**src/rtl/uart_tx_sr.sv**
```systemverilog
// -----------------------------------------------------------------------------
// uart_tx_sr
//   Transmit half of the UART link. Serialises one packet per frame as
//   start bit (0), NUM_DATA_BITS data bits LSB first, and one stop bit (1).
//   The frame layout matches the receive path's 9-bit capture (data + stop).
//   Inside: a bit-period timer, a data-bit counter, the frame FSM and a
//   load/shift register. Every output comes straight from a register.
//
// Parameters
//   CLKS_PER_BIT   clk cycles per serial bit (>= 2)
//   NUM_DATA_BITS  data bits per frame (LSB first)
//
// Ports
//   clk         in   system clock, rising edge
//   rst         in   synchronous reset, active-high, wins over tx_start
//   tx_start    in   send request; taken only while idle (tx_busy = 0)
//   tx_data     in   packet, sampled on the accept edge only
//   serial_out  out  serial line, idles high
//   tx_busy     out  high from the cycle after accept through the last stop cycle
//   tx_done     out  one-cycle pulse in the first idle cycle after the stop bit
// -----------------------------------------------------------------------------
module uart_tx_sr #(
    parameter int CLKS_PER_BIT  = 10,
    parameter int NUM_DATA_BITS = 8
) (
    input  logic                     clk,
    input  logic                     rst,
    input  logic                     tx_start,
    input  logic [NUM_DATA_BITS-1:0] tx_data,
    output logic                     serial_out,
    output logic                     tx_busy,
    output logic                     tx_done
);

    localparam int TW = (CLKS_PER_BIT  > 1) ? $clog2(CLKS_PER_BIT)  : 1;
    localparam int BW = (NUM_DATA_BITS > 1) ? $clog2(NUM_DATA_BITS) : 1;

    localparam logic [TW-1:0] TIMER_LAST = TW'(CLKS_PER_BIT - 1);
    localparam logic [BW-1:0] BIT_LAST   = BW'(NUM_DATA_BITS - 1);

    localparam logic [1:0] S_IDLE  = 2'd0;
    localparam logic [1:0] S_START = 2'd1;
    localparam logic [1:0] S_DATA  = 2'd2;
    localparam logic [1:0] S_STOP  = 2'd3;

    logic [1:0]               state_q,   state_d;
    logic [TW-1:0]            timer_q,   timer_d;
    logic [BW-1:0]            bit_cnt_q, bit_cnt_d;
    logic [NUM_DATA_BITS-1:0] shift_q,   shift_d;
    logic                     serial_q,  serial_d;
    logic                     busy_q,    busy_d;
    logic                     done_q,    done_d;

    // The last cycle of the current bit period; the only point where a bit
    // or a state may advance.
    logic wrap;
    assign wrap = (timer_q == TIMER_LAST);

    always_comb begin
        // NOTE: every next-state signal gets a default before the case, so no
        // path leaves one unassigned and no latch is inferred.
        state_d   = state_q;
        timer_d   = timer_q;
        bit_cnt_d = bit_cnt_q;
        shift_d   = shift_q;
        serial_d  = serial_q;
        busy_d    = busy_q;
        done_d    = 1'b0;

        // Timer sits at 0 while idle, so the first START cycle begins a
        // full bit period.
        if (state_q == S_IDLE || wrap) begin
            timer_d = '0;
        end else begin
            timer_d = timer_q + TW'(1);
        end

        case (state_q)
            S_IDLE: begin
                serial_d = 1'b1;
                busy_d   = 1'b0;
                if (tx_start) begin
                    state_d   = S_START;
                    shift_d   = tx_data;
                    bit_cnt_d = '0;
                    serial_d  = 1'b0;
                    busy_d    = 1'b1;
                end
            end

            S_START: begin
                if (wrap) begin
                    state_d  = S_DATA;
                    serial_d = shift_q[0];
                end
            end

            S_DATA: begin
                if (wrap) begin
                    if (bit_cnt_q == BIT_LAST) begin
                        state_d  = S_STOP;
                        serial_d = 1'b1;
                    end else begin
                        bit_cnt_d = bit_cnt_q + BW'(1);
                        // Shift right with 1 fill; the line takes the bit
                        // that lands in position 0.
                        shift_d   = {1'b1, shift_q[NUM_DATA_BITS-1:1]};
                        serial_d  = shift_q[1];
                    end
                end
            end

            S_STOP: begin
                if (wrap) begin
                    state_d  = S_IDLE;
                    serial_d = 1'b1;
                    busy_d   = 1'b0;
                    done_d   = 1'b1;
                end
            end

            default: begin
                state_d  = S_IDLE;
                serial_d = 1'b1;
                busy_d   = 1'b0;
            end
        endcase
    end

    // NOTE: state registers use non-blocking assignment so every register
    // samples the pre-edge values of the others.
    always_ff @(posedge clk) begin
        if (rst) begin
            // NOTE: the shift register is a handful of flops, not a memory,
            // so clearing it on reset costs nothing and keeps it defined.
            state_q   <= S_IDLE;
            timer_q   <= '0;
            bit_cnt_q <= '0;
            shift_q   <= '0;
            serial_q  <= 1'b1;
            busy_q    <= 1'b0;
            done_q    <= 1'b0;
        end else begin
            state_q   <= state_d;
            timer_q   <= timer_d;
            bit_cnt_q <= bit_cnt_d;
            shift_q   <= shift_d;
            serial_q  <= serial_d;
            busy_q    <= busy_d;
            done_q    <= done_d;
        end
    end

    assign serial_out = serial_q;
    assign tx_busy    = busy_q;
    assign tx_done    = done_q;

endmodule

```
**config.mk**
```make
export PLATFORM = sky130hd
export DESIGN_NAME = uart_tx_sr
export DESIGN_NICKNAME = d
export VERILOG_FILES = /design/src/rtl/uart_tx_sr.sv
export SDC_FILE = /design/constraint.sdc
export NUM_CORES = 1
export LEC_CHECK = 0
export ABC_AREA = 1
export BUFFER_PORTS_ARGS = -buffer_cell sky130_fd_sc_hd__clkbuf_2
export CORE_MARGIN = 1.5
export CORE_UTILIZATION = 40
export CTS_CLUSTER_DIAMETER = 50
export DETAILED_ROUTE_END_ITERATION = 10
export SLEW_MARGIN = 40
export SYNTH_ARGS = -nofsm -noshare
export SYNTH_HDL_FRONTEND = slang
export SYNTH_SLANG_ARGS = --single-unit
```
**constraint.sdc**
```tcl
create_clock -name clk -period 3.16 [get_ports clk]
set_input_delay 0.632 -clock clk [delete_from_list [all_inputs] [get_ports clk]]
set_output_delay 0.632 -clock clk [all_outputs]
set_load 0.1 [all_outputs]
```
* Word-level counts from Yosys, hierarchy flattened *
Index checks and enable logic that the tools add are counted.

word-level totals
  register bits = 20
  input port bits = 11
  output and inout bits = 3
  word-level logic and storage cells = 55

cells by class
  add/subtract/negate cells = 2
  equality and inequality tests = 11
  mux-type cells = 24
  bitwise logic cells = 1
  reduce and logical (&&, ||, !) cells = 10

operators with widths
  kind                 count
  $mux 8               3
  $pmux 8 s2           1
  $ne 2x2->1 const B   6
  $mux 2               5
  $mux 3               3
  $mux 1               8
  $pmux 2 s4           1
  $pmux 3 s2           1
  $reduce_and 5->1     1
  $add 4x1->4 const B  1
  $eq 2x2->1 const B   2
  $eq 4x4->1 const B   1
  $pmux 1 s4           1
  $reduce_and 4->1     1
  $reduce_bool 2->1    2
  $reduce_or 2->1      2
  $add 3x1->3 const B  1
  $eq 3x3->1 const B   1
  $reduce_and 3->1     1
  $eq 2x1->1 const B   1
  $logic_not 2->1      1
  $pmux 1 s2           1
  $reduce_and 2->1     1
  $logic_or 1x1->1     1
  $not 1->1            1

* Logic depth before layout (Yosys ltp) *
  depth in word-level cells = 4
  gate-level depth with buffers = 10
  mapped depth without buffers = 9

* Worst setup path after synthesis *
OpenSTA, ideal clock, no wires.

  path type = register -> output
  start point = reg busy_q (netlist: tx_busy)
  end point = out tx_busy
  data arrival time = 925 ps
  data required time = 2528 ps
  slack = 1603 ps
  cell stages (with the launch flop) = 1
  buffers on the path = 0
  cell sequence = dfxtp_1

RTL lines
  element                   RTL line  text
  start: declaration        51        logic busy_q, busy_d;
  start signal: assignment  149       busy_q <= busy_d;
  end: declaration          31        output logic tx_busy,

No word-level cell between the ends.

* Worst setup path in the final report *
  start point = reg serial_q (netlist: serial_out)
  end point = out serial_out

RTL lines
  element                   RTL line  text
  start: declaration        50        logic serial_q, serial_d;
  start signal: assignment  148       serial_q <= serial_d;
  end: declaration          30        output logic serial_out,

No word-level cell between the ends.

==> metrics.md <==
| Metric | Value |
|---|---|
| Critical-path top delay cell | clkbuf_2 |
| Count of final setup violators | 0 |
| Switching share of power | 46.6% |
| GRT Residual Overflow | 0 |
| Initial DRC count | 13 |
| Unrepaired setup endpoints after global routing | false |
| Largest stage delay, worst path | 460 ps |
| Hold Path Class | reg -> reg |
| DRT Pass-1 Iters | 4 |
| Area Growth Syn to Fin | 11.5% |
| Post-synthesis sequential area ratio | 36.7% |
| Worst-path cell chain | clkbuf_2 |
| Port bufs | 13 |
| Vias in the first global route | 789 |
| Switch Pwr | 0.550 mW |
| Cell taking the most area after synthesis | dfxtp_1 |
| Hpwl dp | 1.55 mm |
| Mapped Nets | 178 |
| Non-filler cells, final | 202 |
| Share of the synthesized area in the top cell type | 36.7% |
| Place WS | 1500 ps |
| Relative slew slack | 64.0% |
| Bufs and invs on worst path | 1 |
| Peak Freq | 570 MHz |
| Final critical-path required period | 1750 ps |
| Synth Area in Compound Gates | 6.87% |
| Maximum vdd drop | 569 uV |
| Clk_lat worst skew | 320 ps |
| Chip height | 55.3 um |
| Crit Path Class | reg -> out |
| Drt wl/cell | 10.2 um |
| Initial Util | 43.3% |
| CTS tree | done |
| Share of layout cells above drive strength 1 | 15.7% |
| CP required | 2530 ps |
| Cell variety after synth | 21 |
| Critical Path AT | 1120 ps |
| Max-cap violation count | 0 |
| Finished Core Util | 48.3% |
| Async S/R FF share, synth | 0% |
| Clk pwr share | 18.3% |
| Largest family of logic cells by synthesized area | simple AND/OR/NAND/NOR gates |
| Worst-path fanout max | 2 |
| Syn Area/Cell | 6.87 um2 |
| Die width | 55.3 um |
| Period utilisation layout | 55.5% |
| DIE AREA | 0.00305 mm2 |
| YS warnings | 0 |
| Slew @ Worst Pin | 543 ps |
| Mux contribution to synthesized area | 0% |
| Total GRT Usage | 14.7% |
| DP Cell Count | 198 |
| Ports | 14 |
| Via count | 930 |
| Post_cts resized | 0 |
| Initial antenna violation count | 0 |
| Worst setup SP type | register |
| Simple-Gate Fraction of Synth Area | 35.6% |
| Clock Root Buffer | clkbuf_4 |
| Post-synth top cells | nand2_1, nor2_1, inv_1, dfxtp_1 |
| Synth Instances | 159 |
| Logic gate share of total power | 51.1% |
| Lkg Pwr | 0.634 nW |
| Clk slew on worst S/H paths | 130 ps |
| Worst setup EP type | primary output |
| CTS buffer count | 3 |
| Adder-Cell Fraction of Synth Area | 9.16% |
| Hold Fails Final Rpt | 0 |
| Rows | 18 |
| WL final | 2.06 mm |
| Main synth FF type | dfxtp_1 |
| Clk_skew | 14.5 ps |
| EDFF count, synth | 0 |
| Hold Buf Count CTS | 0 |
| Final ANT Viol Nets | 0 |
| Via density | 4.60 |
| TNS Setup | 0 ps |
| H-tree levels | 1 |
| Power Dens Cells | 968 mW/mm2 |
| Run status | completed |
| #FFs+latches synth | 20 |
| Pint | 0.629 mW |
| DRC violations left | 0 |
| Sink Count | 20 |
| Seq pwr share | 30.6% |
| Final Net Count | 192 |
| First-pass GRT wire length | 3.49 mm |
| Xor and xnor area share after synthesis | 0.802% |
| Placer congestion estimate | 0.850 |
| Reg2Reg Setup Slack | 1500 ps |
| Most common cell in the netlist | nand2_1 |
| Pin count of the biggest net entering global routing | 18 |
| Critical path's top delay family | buffers and inverters |
| ANT cells | 0 |
| Final Worst Setup Slack | 1410 ps |
| CORE AREA | 0.00252 mm2 |
| Slew Limit Fails | 0 |
| Mapped cell area | 0.00109 mm2 |
| Post-CTS Setup Bufs | 0 |
| Synth area leaders | dfxtp_1, nand2_1, ha_1, nor2_1, inv_1 |
| CTS Buffer Depth | 2 |
-- path summary, 6_finish.rpt --
| path | start | endpoint | cells after the start |
|---|---|---|---|
| worst max register to register | state_q[0] | bit_cnt_q[0] | 8 |
| worst min-delay path | shift_q[7] | shift_q[7] | 2 |
| worst max-delay path | serial_out | serial_out | 1 |
| worst min register to register | shift_q[7] | shift_q[7] | 2 |
-- sequential cells by signal, indices dropped and copies added (netlist names) --
| name | cells |
|---|---|
| serial_out | 1 |
| timer_q | 4 |
| bit_cnt_q | 3 |
| tx_done | 1 |
| state_q | 2 |
| tx_busy | 1 |
| shift_q | 8 |
-- through the flow --
step	hold slack (ps)	instance area, um2	power, mW
detailed placement	449	1160	0.968
CTS	469	1220	1.18
finish	473	1220	1.18
global placement	452	1160	0.953
global route	500	1220	1.28
floorplan	426	1090	0.896
-- layout by cell type (no fill, tap or decap) --
master | netlist | layout
ha_1 | 8 | 8
nor3_1 | 1 | 1
nand3_2 | 1 | 1
o21ai_0 | 7 | 7
dfxtp_1 | 20 | 20
nand2_2 | 4 | 4
bufinv_16 | 0 | 1
nand3_4 | 1 | 1
nand2_4 | 1 | 1
nor4_1 | 1 | 1
inv_1 | 21 | 21
a21oi_1 | 8 | 8
nand3_1 | 6 | 6
inv_4 | 1 | 1
nand2_1 | 45 | 45
inv_2 | 1 | 1
clkbuf_4 | 0 | 3
nand4_1 | 3 | 3
or2_2 | 1 | 1
clkbuf_2 | 0 | 13
nor2_1 | 24 | 24
xnor2_1 | 1 | 1
-- routing by layer --
metal / track usage [%] / up-vias / routed length (um)
li1: - / 515 / -
met1: 21.0 / 399 / 1050
met2: 19.7 / 11 / 890
met3: 3.04 / 5 / 63
met4: 9.41 / 0 / 60
met5: 0 / - / 0
-- layout make-up --
class                      instances  area [um2]
sequential                        20         400
inverter                          23        88.8
fill                             261        1310
clock buffer                       3        22.5
timing repair buffer              13        65.1
tap                               30        37.5
clock inverter                     1        30.0
multi-input combinational        112         573
-- cells by family after synthesis --
family,after synthesis
AO/OA/AOI/OAI,15
XOR/XNOR,1
adder cells (fa/ha/maj),8
buffers and inverters,27
flip-flops,20
AND/OR/NAND/NOR,88
-- power by group through the flow --
stage          Combinational, mW  Sequential, mW  Clock (mW)
6_report                   0.603           0.361       0.215
5_1_grt                    0.678           0.371       0.231
4_1_cts                    0.602           0.361       0.221
3_5_place_dp               0.601           0.366           0
3_3_place_gp               0.588           0.364           0
2_1_floorplan              0.451           0.445           0
(Power assumes the default switching activity.)
